===== config.mk =====
export PLATFORM = sky130hd
export DESIGN_NAME = hazard_ctrl_flat
export DESIGN_NICKNAME = d
export VERILOG_FILES = /design/src/rtl/hazard_ctrl_if.sv /design/src/rtl/hazard_ctrl.sv /design/src/flat_wrapper.sv
export SDC_FILE = /design/constraint.sdc
export NUM_CORES = 1
export LEC_CHECK = 0
export CELL_PAD_IN_SITES_DETAIL_PLACEMENT = 1
export CELL_PAD_IN_SITES_GLOBAL_PLACEMENT = 1
export CORE_ASPECT_RATIO = 0.7
export CORE_MARGIN = 2
export CORE_UTILIZATION = 19
export DETAILED_ROUTE_END_ITERATION = 7
export PLACE_DENSITY_LB_ADDON = 0.1
export SYNTH_ARGS = -nofsm -noshare
export SYNTH_HDL_FRONTEND = slang
export SYNTH_SLANG_ARGS = --single-unit

===== constraint.sdc =====
create_clock -name clk -period 1.8 [get_ports clk]
set_input_delay 0.36 -clock clk [delete_from_list [all_inputs] [get_ports clk]]
set_output_delay 0.36 -clock clk [all_outputs]
set_load 0.02 [all_outputs]

===== src/rtl/hazard_ctrl_if.sv =====
// Pipeline hazard-control bundle: ID/EX hazard sources in, per-stage
// bubble/flush controls and performance counters out.
interface hazard_ctrl_if;
  logic [4:0]  reg1_srcD;
  logic [4:0]  reg2_srcD;
  logic [4:0]  reg_dstE;
  logic        load_E;
  logic        div_start_E;
  logic        br_taken_E;
  logic        jalr_E;
  logic        jal_D;
  logic        dcache_miss;

  logic        bubbleF, bubbleD, bubbleE, bubbleM, bubbleW;
  logic        flushF, flushD, flushE, flushM, flushW;
  logic        div_busy;
  logic [31:0] perf_miss_cyc;
  logic [31:0] perf_div_cyc;
  logic [31:0] perf_flush_cnt;

  modport master (
    output reg1_srcD, reg2_srcD, reg_dstE, load_E, div_start_E,
           br_taken_E, jalr_E, jal_D, dcache_miss,
    input  bubbleF, bubbleD, bubbleE, bubbleM, bubbleW,
           flushF, flushD, flushE, flushM, flushW, div_busy,
           perf_miss_cyc, perf_div_cyc, perf_flush_cnt
  );

  modport slave (
    input  reg1_srcD, reg2_srcD, reg_dstE, load_E, div_start_E,
           br_taken_E, jalr_E, jal_D, dcache_miss,
    output bubbleF, bubbleD, bubbleE, bubbleM, bubbleW,
           flushF, flushD, flushE, flushM, flushW, div_busy,
           perf_miss_cyc, perf_div_cyc, perf_flush_cnt
  );
endinterface


===== src/rtl/hazard_ctrl.sv =====
// Pipeline sequencer for the 5-stage RV32 core: miss, divide, load-use and
// control-transfer hazards. Optional perf counters: HAZARD_PERF_CNT_EN.
//
// state | meaning
// RUN   | normal issue; a divide entering EX stalls here and moves to DIV
// DIV   | divide occupying EX; cnt counts cycles until the release cycle
module hazard_ctrl #(
  parameter int DIV_LATENCY = 8,
  parameter int CNT_W       = 8
) (
  input  logic         clk,
  input  logic         rst,
  hazard_ctrl_if.slave hif
);

  typedef enum logic {S_RUN, S_DIV} state_t;

  localparam logic [CNT_W-1:0] CNT_LAST = CNT_W'(DIV_LATENCY - 1);

  state_t           state, state_nxt;
  logic [CNT_W-1:0] cnt, cnt_nxt;

  logic b_f, b_d, b_e, b_m, b_w;
  logic f_f, f_d, f_e, f_m, f_w;
  logic load_use;

  assign load_use = hif.load_E && (hif.reg_dstE != 5'd0) &&
                    ((hif.reg_dstE == hif.reg1_srcD) ||
                     (hif.reg_dstE == hif.reg2_srcD));

  always_comb begin
    state_nxt = state;
    cnt_nxt   = cnt;
    b_f = 1'b0; b_d = 1'b0; b_e = 1'b0; b_m = 1'b0; b_w = 1'b0;
    f_f = 1'b0; f_d = 1'b0; f_e = 1'b0; f_m = 1'b0; f_w = 1'b0;
    if (rst) begin
      f_f = 1'b1; f_d = 1'b1; f_e = 1'b1; f_m = 1'b1; f_w = 1'b1;
    end else if (hif.dcache_miss) begin
      // Everything up to MEM freezes; pending branches retry after the miss.
      b_f = 1'b1; b_d = 1'b1; b_e = 1'b1; b_m = 1'b1;
      f_w = 1'b1;
    end else if (state == S_DIV) begin
      if (cnt < CNT_LAST) begin
        b_f = 1'b1; b_d = 1'b1; b_e = 1'b1;
        f_m = 1'b1;
        cnt_nxt = cnt + CNT_W'(1);
      end else begin
        state_nxt = S_RUN;
        cnt_nxt   = '0;
        f_d       = hif.jal_D;
      end
    end else if (hif.div_start_E) begin
      b_f = 1'b1; b_d = 1'b1; b_e = 1'b1;
      f_m = 1'b1;
      state_nxt = S_DIV;
      cnt_nxt   = CNT_W'(1);
    end else if (hif.br_taken_E || hif.jalr_E) begin
      f_d = 1'b1; f_e = 1'b1;
    end else if (load_use) begin
      b_f = 1'b1; b_d = 1'b1;
      f_e = 1'b1;
    end else if (hif.jal_D) begin
      f_d = 1'b1;
    end
  end

  always_ff @(posedge clk) begin
    if (rst) begin
      state <= S_RUN;
      cnt   <= '0;
    end else begin
      state <= state_nxt;
      cnt   <= cnt_nxt;
    end
  end

  assign hif.bubbleF  = b_f;
  assign hif.bubbleD  = b_d;
  assign hif.bubbleE  = b_e;
  assign hif.bubbleM  = b_m;
  assign hif.bubbleW  = b_w;
  assign hif.flushF   = f_f;
  assign hif.flushD   = f_d;
  assign hif.flushE   = f_e;
  assign hif.flushM   = f_m;
  assign hif.flushW   = f_w;
  assign hif.div_busy = !rst && (state == S_DIV);

`ifdef HAZARD_PERF_CNT_EN
  logic [31:0] miss_cyc_q, div_cyc_q, flush_cnt_q;
  logic        ev_miss, ev_div, ev_flush;

  assign ev_miss  = hif.dcache_miss;
  assign ev_div   = !hif.dcache_miss &&
                    ((state == S_DIV) ? (cnt < CNT_LAST) : hif.div_start_E);
  // Only branch/JALR/JAL flushes from RUN count; the release-cycle JAL does not.
  assign ev_flush = !hif.dcache_miss && (state == S_RUN) && !hif.div_start_E &&
                    (hif.br_taken_E || hif.jalr_E || (!load_use && hif.jal_D));

  always_ff @(posedge clk) begin
    if (rst) begin
      miss_cyc_q  <= '0;
      div_cyc_q   <= '0;
      flush_cnt_q <= '0;
    end else begin
      if (ev_miss)  miss_cyc_q  <= miss_cyc_q + 32'd1;
      if (ev_div)   div_cyc_q   <= div_cyc_q + 32'd1;
      if (ev_flush) flush_cnt_q <= flush_cnt_q + 32'd1;
    end
  end

  assign hif.perf_miss_cyc  = miss_cyc_q;
  assign hif.perf_div_cyc   = div_cyc_q;
  assign hif.perf_flush_cnt = flush_cnt_q;
`else
  assign hif.perf_miss_cyc  = 32'd0;
  assign hif.perf_div_cyc   = 32'd0;
  assign hif.perf_flush_cnt = 32'd0;
`endif

endmodule


===== src/flat_wrapper.sv =====
// flat-port wrapper written by rule: the top's interface ports become plain ports
module hazard_ctrl_flat 
#(
  parameter int DIV_LATENCY = 8,
  parameter int CNT_W       = 8
)
  (clk, rst, hif_reg1_srcD, hif_reg2_srcD, hif_reg_dstE, hif_load_E, hif_div_start_E, hif_br_taken_E, hif_jalr_E, hif_jal_D, hif_dcache_miss, hif_bubbleF, hif_bubbleD, hif_bubbleE, hif_bubbleM, hif_bubbleW, hif_flushF, hif_flushD, hif_flushE, hif_flushM, hif_flushW, hif_div_busy, hif_perf_miss_cyc, hif_perf_div_cyc, hif_perf_flush_cnt);
  hazard_ctrl_if hif_i ();
  input  logic clk;
  input  logic rst;
  input wire logic [$bits(hif_i.reg1_srcD)-1:0] hif_reg1_srcD;
  input wire logic [$bits(hif_i.reg2_srcD)-1:0] hif_reg2_srcD;
  input wire logic [$bits(hif_i.reg_dstE)-1:0] hif_reg_dstE;
  input wire logic [$bits(hif_i.load_E)-1:0] hif_load_E;
  input wire logic [$bits(hif_i.div_start_E)-1:0] hif_div_start_E;
  input wire logic [$bits(hif_i.br_taken_E)-1:0] hif_br_taken_E;
  input wire logic [$bits(hif_i.jalr_E)-1:0] hif_jalr_E;
  input wire logic [$bits(hif_i.jal_D)-1:0] hif_jal_D;
  input wire logic [$bits(hif_i.dcache_miss)-1:0] hif_dcache_miss;
  output wire logic [$bits(hif_i.bubbleF)-1:0] hif_bubbleF;
  output wire logic [$bits(hif_i.bubbleD)-1:0] hif_bubbleD;
  output wire logic [$bits(hif_i.bubbleE)-1:0] hif_bubbleE;
  output wire logic [$bits(hif_i.bubbleM)-1:0] hif_bubbleM;
  output wire logic [$bits(hif_i.bubbleW)-1:0] hif_bubbleW;
  output wire logic [$bits(hif_i.flushF)-1:0] hif_flushF;
  output wire logic [$bits(hif_i.flushD)-1:0] hif_flushD;
  output wire logic [$bits(hif_i.flushE)-1:0] hif_flushE;
  output wire logic [$bits(hif_i.flushM)-1:0] hif_flushM;
  output wire logic [$bits(hif_i.flushW)-1:0] hif_flushW;
  output wire logic [$bits(hif_i.div_busy)-1:0] hif_div_busy;
  output wire logic [$bits(hif_i.perf_miss_cyc)-1:0] hif_perf_miss_cyc;
  output wire logic [$bits(hif_i.perf_div_cyc)-1:0] hif_perf_div_cyc;
  output wire logic [$bits(hif_i.perf_flush_cnt)-1:0] hif_perf_flush_cnt;
  assign hif_i.reg1_srcD = hif_reg1_srcD;
  assign hif_i.reg2_srcD = hif_reg2_srcD;
  assign hif_i.reg_dstE = hif_reg_dstE;
  assign hif_i.load_E = hif_load_E;
  assign hif_i.div_start_E = hif_div_start_E;
  assign hif_i.br_taken_E = hif_br_taken_E;
  assign hif_i.jalr_E = hif_jalr_E;
  assign hif_i.jal_D = hif_jal_D;
  assign hif_i.dcache_miss = hif_dcache_miss;
  assign hif_bubbleF = hif_i.bubbleF;
  assign hif_bubbleD = hif_i.bubbleD;
  assign hif_bubbleE = hif_i.bubbleE;
  assign hif_bubbleM = hif_i.bubbleM;
  assign hif_bubbleW = hif_i.bubbleW;
  assign hif_flushF = hif_i.flushF;
  assign hif_flushD = hif_i.flushD;
  assign hif_flushE = hif_i.flushE;
  assign hif_flushM = hif_i.flushM;
  assign hif_flushW = hif_i.flushW;
  assign hif_div_busy = hif_i.div_busy;
  assign hif_perf_miss_cyc = hif_i.perf_miss_cyc;
  assign hif_perf_div_cyc = hif_i.perf_div_cyc;
  assign hif_perf_flush_cnt = hif_i.perf_flush_cnt;
  hazard_ctrl #(.DIV_LATENCY(DIV_LATENCY), .CNT_W(CNT_W)) u_core (.clk(clk), .rst(rst), .hif(hif_i));
endmodule

* Word-level counts from Yosys, hierarchy flattened
Cells that the tools add are included.
** Word-level totals
- Register bits :: 9
- Bits in latches :: 0
- RAM bits :: 0
- Bits in read-only memories :: 0
- Output and inout bits :: 107
- Memories kept :: 0
** Operators by class
- $add $sub $neg :: 1
- Multiply operators :: 0
- Divide/modulo/power cells :: 0
- Magnitude comparators :: 1
- Equality and inequality tests :: 2
- Shifts and indexed selects :: 0
- Multiplexer cells :: 33
- Bitwise logic cells :: 1
- Reduce and logical (&&, ||, !) cells :: 9
** Operator list (number)
- 1-bit 2-to-1 mux :: 30
- 8-bit 2-to-1 mux :: 3
- 5-bit equality test :: 2
- 8-bit by 1-bit adder with 8-bit output, second input constant :: 1
- 8-bit by 3-bit less-than comparator with 1-bit output, second input constant :: 1
- 5-bit nonzero test :: 1
- 1-bit logical AND :: 3
- 1-bit logical OR :: 2
- 2-bit AND reduction :: 1
- 2-bit nonzero test :: 1
- 1-bit logical NOT :: 1
- 1-bit NOT :: 1

* Longest topological paths before layout
- Depth after elaboration :: 9
- Gate-level depth with buffers :: 7
- Mapped depth without buffers :: 6

* Worst setup path before layout
No wires, ideal clock.
- Kind :: register -> output
- Start point :: reg u_core.cnt[0]
- End point :: out hif_bubbleF
- Arrival time :: 1599 ps
- Data required time :: 1440 ps
- Path slack :: -159 ps
- Stages on the path, launching flop included :: 8
- Buffers on the path :: 1
- Cells stage by stage :: dfxtp_1 > ha_1 > a21oi_2 > nand2_1 > nand2_1 > nand4b_1 > a21oi_1 > buf_4
** Between the ends
- Longest elaborated chain between the ends :: 5
** RTL lines
- start, declared :: line hazard_ctrl.sv:21 : logic [CNT_W-1:0] cnt, cnt_nxt;
- start signal, assigned :: line hazard_ctrl.sv:73 : cnt <= cnt_nxt;
- 8-bit by 3-bit less-than comparator with 1-bit output :: line hazard_ctrl.sv:43 : if (cnt < CNT_LAST) begin
- 1-bit 2-to-1 mux (4 in a row)
- end, declared :: line flat_wrapper.sv:20 : output wire logic [$bits(hif_i.bubbleF)-1:0] hif_bubbleF;
Every way passes these cells.

* Final worst setup path
- Start point :: reg u_core.cnt[6]
- End point :: out hif_flushD
** Between the ends
- Longest elaborated chain between the ends :: 5
** RTL lines
- 8-bit by 3-bit less-than comparator with 1-bit output :: line hazard_ctrl.sv:43
- 1-bit 2-to-1 mux :: line hazard_ctrl.sv:43
- 1-bit 2-to-1 mux :: line hazard_ctrl.sv:42 : end else if (state == S_DIV) begin
- 1-bit 2-to-1 mux :: line hazard_ctrl.sv:38 : end else if (hif.dcache_miss) begin
- 1-bit 2-to-1 mux :: line hazard_ctrl.sv:36 : if (rst) begin
- end, declared :: line flat_wrapper.sv:26 : output wire logic [$bits(hif_i.flushD)-1:0] hif_flushD;
Every way passes these cells.

==> impl_metrics.json <==
{
  "fmax_mhz": 478,
  "drc": 0,
  "fin_crit_ns": 2.09,
  "cp-start-kind": "flip-flop",
  "ir_drop_mv": 0.151,
  "grt_overflow": 0,
  "sw_frac_of_total_pct": 43.0,
  "min_period_over_period_pct": 116,
  "yosys-top-cells-count": "99 x buf_4, 10 x xnor2_1, 9 x dfxtp_1, 9 x nor2_1",
  "fin_ws_ns": -0.291,
  "clk_pin_slew_ns": 0.05,
  "synth.area.top_cells": "buf_4 54%, dfxtp_1 13%, xnor2_1 6.4%",
  "drtIter0Drc": 27,
  "holdCritPathClass": "flip-flop to flip-flop",
  "combPwrFrac_pct": 47.7,
  "finalHoldViolCount": 0,
  "globalplace.congestion": 0.705,
  "dieWidth_um": 105,
  "post-dp-hpwl_um": 2690,
  "htreeDepth": 1,
  "crit_fanout": 2,
  "postRouteAntennaNets": 0,
  "routed_wl_um": 3120,
  "final-max-slew-violation-count": 0,
  "syn_area_um2": 1370,
  "synth_top_area_share_pct": 54.3,
  "power_density_nw_per_um2": 479,
  "syn_area_per_cell_um2": 7.65,
  "firstDrtPassIters": 4,
  "synth_cells": 179,
  "multi_input_area_um2": 881,
  "synth_warnings": 0,
  "maxCapViolCount": 0,
  "antenna_found_initial": 0,
  "place_ws_ns": -0.976,
  "grt_usage_pct": 7.57,
  "synth_edf_count": 0,
  "seqCellArea_um2": 185,
  "pwr-share-clk_pct": 28.0,
  "fillers": 875,
  "hold_slack_ns": 0.562,
  "synthToLayoutAreaGrowth_pct": 29.9,
  "row_count": 25,
  "yosysMostFrequentCell": "buf_4",
  "placed_area_um2": 1630,
  "synthArstFlopShare_pct": 0,
  "num_vias": 1019,
  "clock_latency_ns": 0.23,
  "leakage_nw": 0.903,
  "setup_violations": 5,
  "final_cell_area_um2": 1780,
  "synthFlopType": "dfxtp_1",
  "critPathKind": "flip-flop to output port",
  "yosysSeqAreaShare_pct": 13.2,
  "cts_tree": "built",
  "outcome": "finished with violations",
  "internal_power_mw": 0.486,
  "final_core_util_pct": 26.0,
  "synth_area_leader_cell": "buf_4",
  "clk_path_buf_depth": 2,
  "yosysUniqueCellTypes": 34,
  "grt_pass1_vias": 906,
  "hold_buffers": 0,
  "cts_made_buffers": 3,
  "die_area_um2": 7910,
  "nNetsFinal": 266,
  "crit_required_ns": 1.44,
  "cp.arrival_ns": 1.73,
  "n_antenna_cell": 0,
  "cts.sinks": 9,
  "tns_ns": -0.852,
  "ys_ff_latch": 9,
  "grt_max_degree": 11,
  "vias_per_cell": 3.04,
  "fp.dieH_um": 75.0,
  "p_sw_mw": 0.366,
  "core-area_um2": 6850,
  "wl_per_cell_um": 9.32,
  "grt_pass1_wl_um": 4550,
  "layout-drive-gt1-share_pct": 29.0,
  "root_buffer": "clkbuf_8",
  "rsz0062_at_grt": "yes",
  "violations": "setup timing",
  "clock_skew_ns": 0.000908,
  "io_pins": 130,
  "crit_path_end_kind": "output port",
  "seq_power_share_pct": 24.3,
  "io_buffers": 32,
  "initial_core_util_pct": 20.0
}
-- worst paths after layout --
path / slack [ns] / cells past startpoint / end / from
worst max-delay path: -0.29 / 6 / hif_flushD / u_core.cnt[6]
worst min-delay path: 0.56 / 2 / u_core.cnt[7] / u_core.cnt[7]
worst max register to register: 0.25 / 8 / u_core.cnt[3] / u_core.cnt[6]
worst min register to register: 0.56 / 2 / u_core.cnt[7] / u_core.cnt[7]
-- registers in the layout, summed over array words and instances (netlist names) --
signal and flops:
u_core.cnt 8, u_core.state 1
-- placed cells by master (no fill, tap or decap), types with 2 or more instances in the layout --
cell type,count
buf_6,13
buf_4,24
and2_1,2
nand2_1,7
xnor2_1,8
a21oi_2,2
dlygate4sd2_1,6
clkbuf_8,3
nand3_1,3
nor2_1,8
clkdlybuf4s50_1,4
clkbuf_2,4
nor2_2,2
nor3_1,2
a21oi_1,5
xnor2_2,2
dfxtp_1,5
nor2b_1,3
a21oi_4,2
clkdlybuf4s15_1,7
dfxtp_2,4
buf_2,2
conb_1,97
-- routing by layer --
layer	vias up	GRT usage, %	wire (um)
li1	501	-	-
met3	5	2.25	256
met1	448	9.67	1390
met5	-	0	0
met2	65	12.3	1440
met4	0	2.67	38
-- timing repair --
| action | in CTS | in global routing |
|---|---|---|
| setup buffers | 3 | 2 |
| pin swaps | 26 | 20 |
| resized for setup | 96 | 21 |
| endpoints found under the hold margin | 0 | 0 |
| setup endpoints to repair | 10 | 7 |
-- critical path, stage by stage, from the launching register on --
cell and delay (ns):
dfxtp_2 0.33, nor4_4 0.31, and2_4 0.20, nor2_2 0.05, a221o_1 0.29, a31o_1 0.20, buf_6 0.13
-- cell families (layout without fill, tap and decap cells) --
kind of cell / Yosys count / count (layout) / synth area share, %
buf+inv: 101 / 67 / 54.8
simple gates: 40 / 40 / 16.4
compound gates: 16 / 16 / 7.40
xor+xnor: 11 / 11 / 7.04
flops: 9 / 9 / 13.2
fa+ha+maj: 1 / 1 / 0.914
other cells: 1 / 97 / 0.274
-- layout make-up --
| cell class | instances | share of cell area [%] |
|---|---|---|
| clock buffers | 4 | 2.53 |
| flip-flops and latches | 9 | 10.4 |
| well taps | 94 | 6.62 |
| repair buffers | 62 | 30.7 |
| inverters | 1 | 0.211 |
| multi-input cells | 165 | 49.5 |
-- per-stage QoR --
| step | power (mW) | cells |
|---|---|---|
| after CTS | 0.856 | 334 |
| after floorplan | 0.637 | 275 |
| final | 0.852 | 335 |
| after detailed placement | 0.606 | 328 |
| after global placement | 0.606 | 328 |
| after global routing | 0.912 | 335 |
-- power groups by stage --
| stage | registers (mW) | clock network [mW] | logic, mW |
|---|---|---|---|
| 6_report | 0.207 | 0.238 | 0.407 |
| 3_3_place_gp | 0.209 | 0 | 0.397 |
| 5_1_grt | 0.207 | 0.266 | 0.439 |
| 4_1_cts | 0.207 | 0.251 | 0.398 |
| 2_1_floorplan | 0.211 | 0 | 0.426 |
| 3_5_place_dp | 0.209 | 0 | 0.396 |
Power figures use the tool's default switching activity.
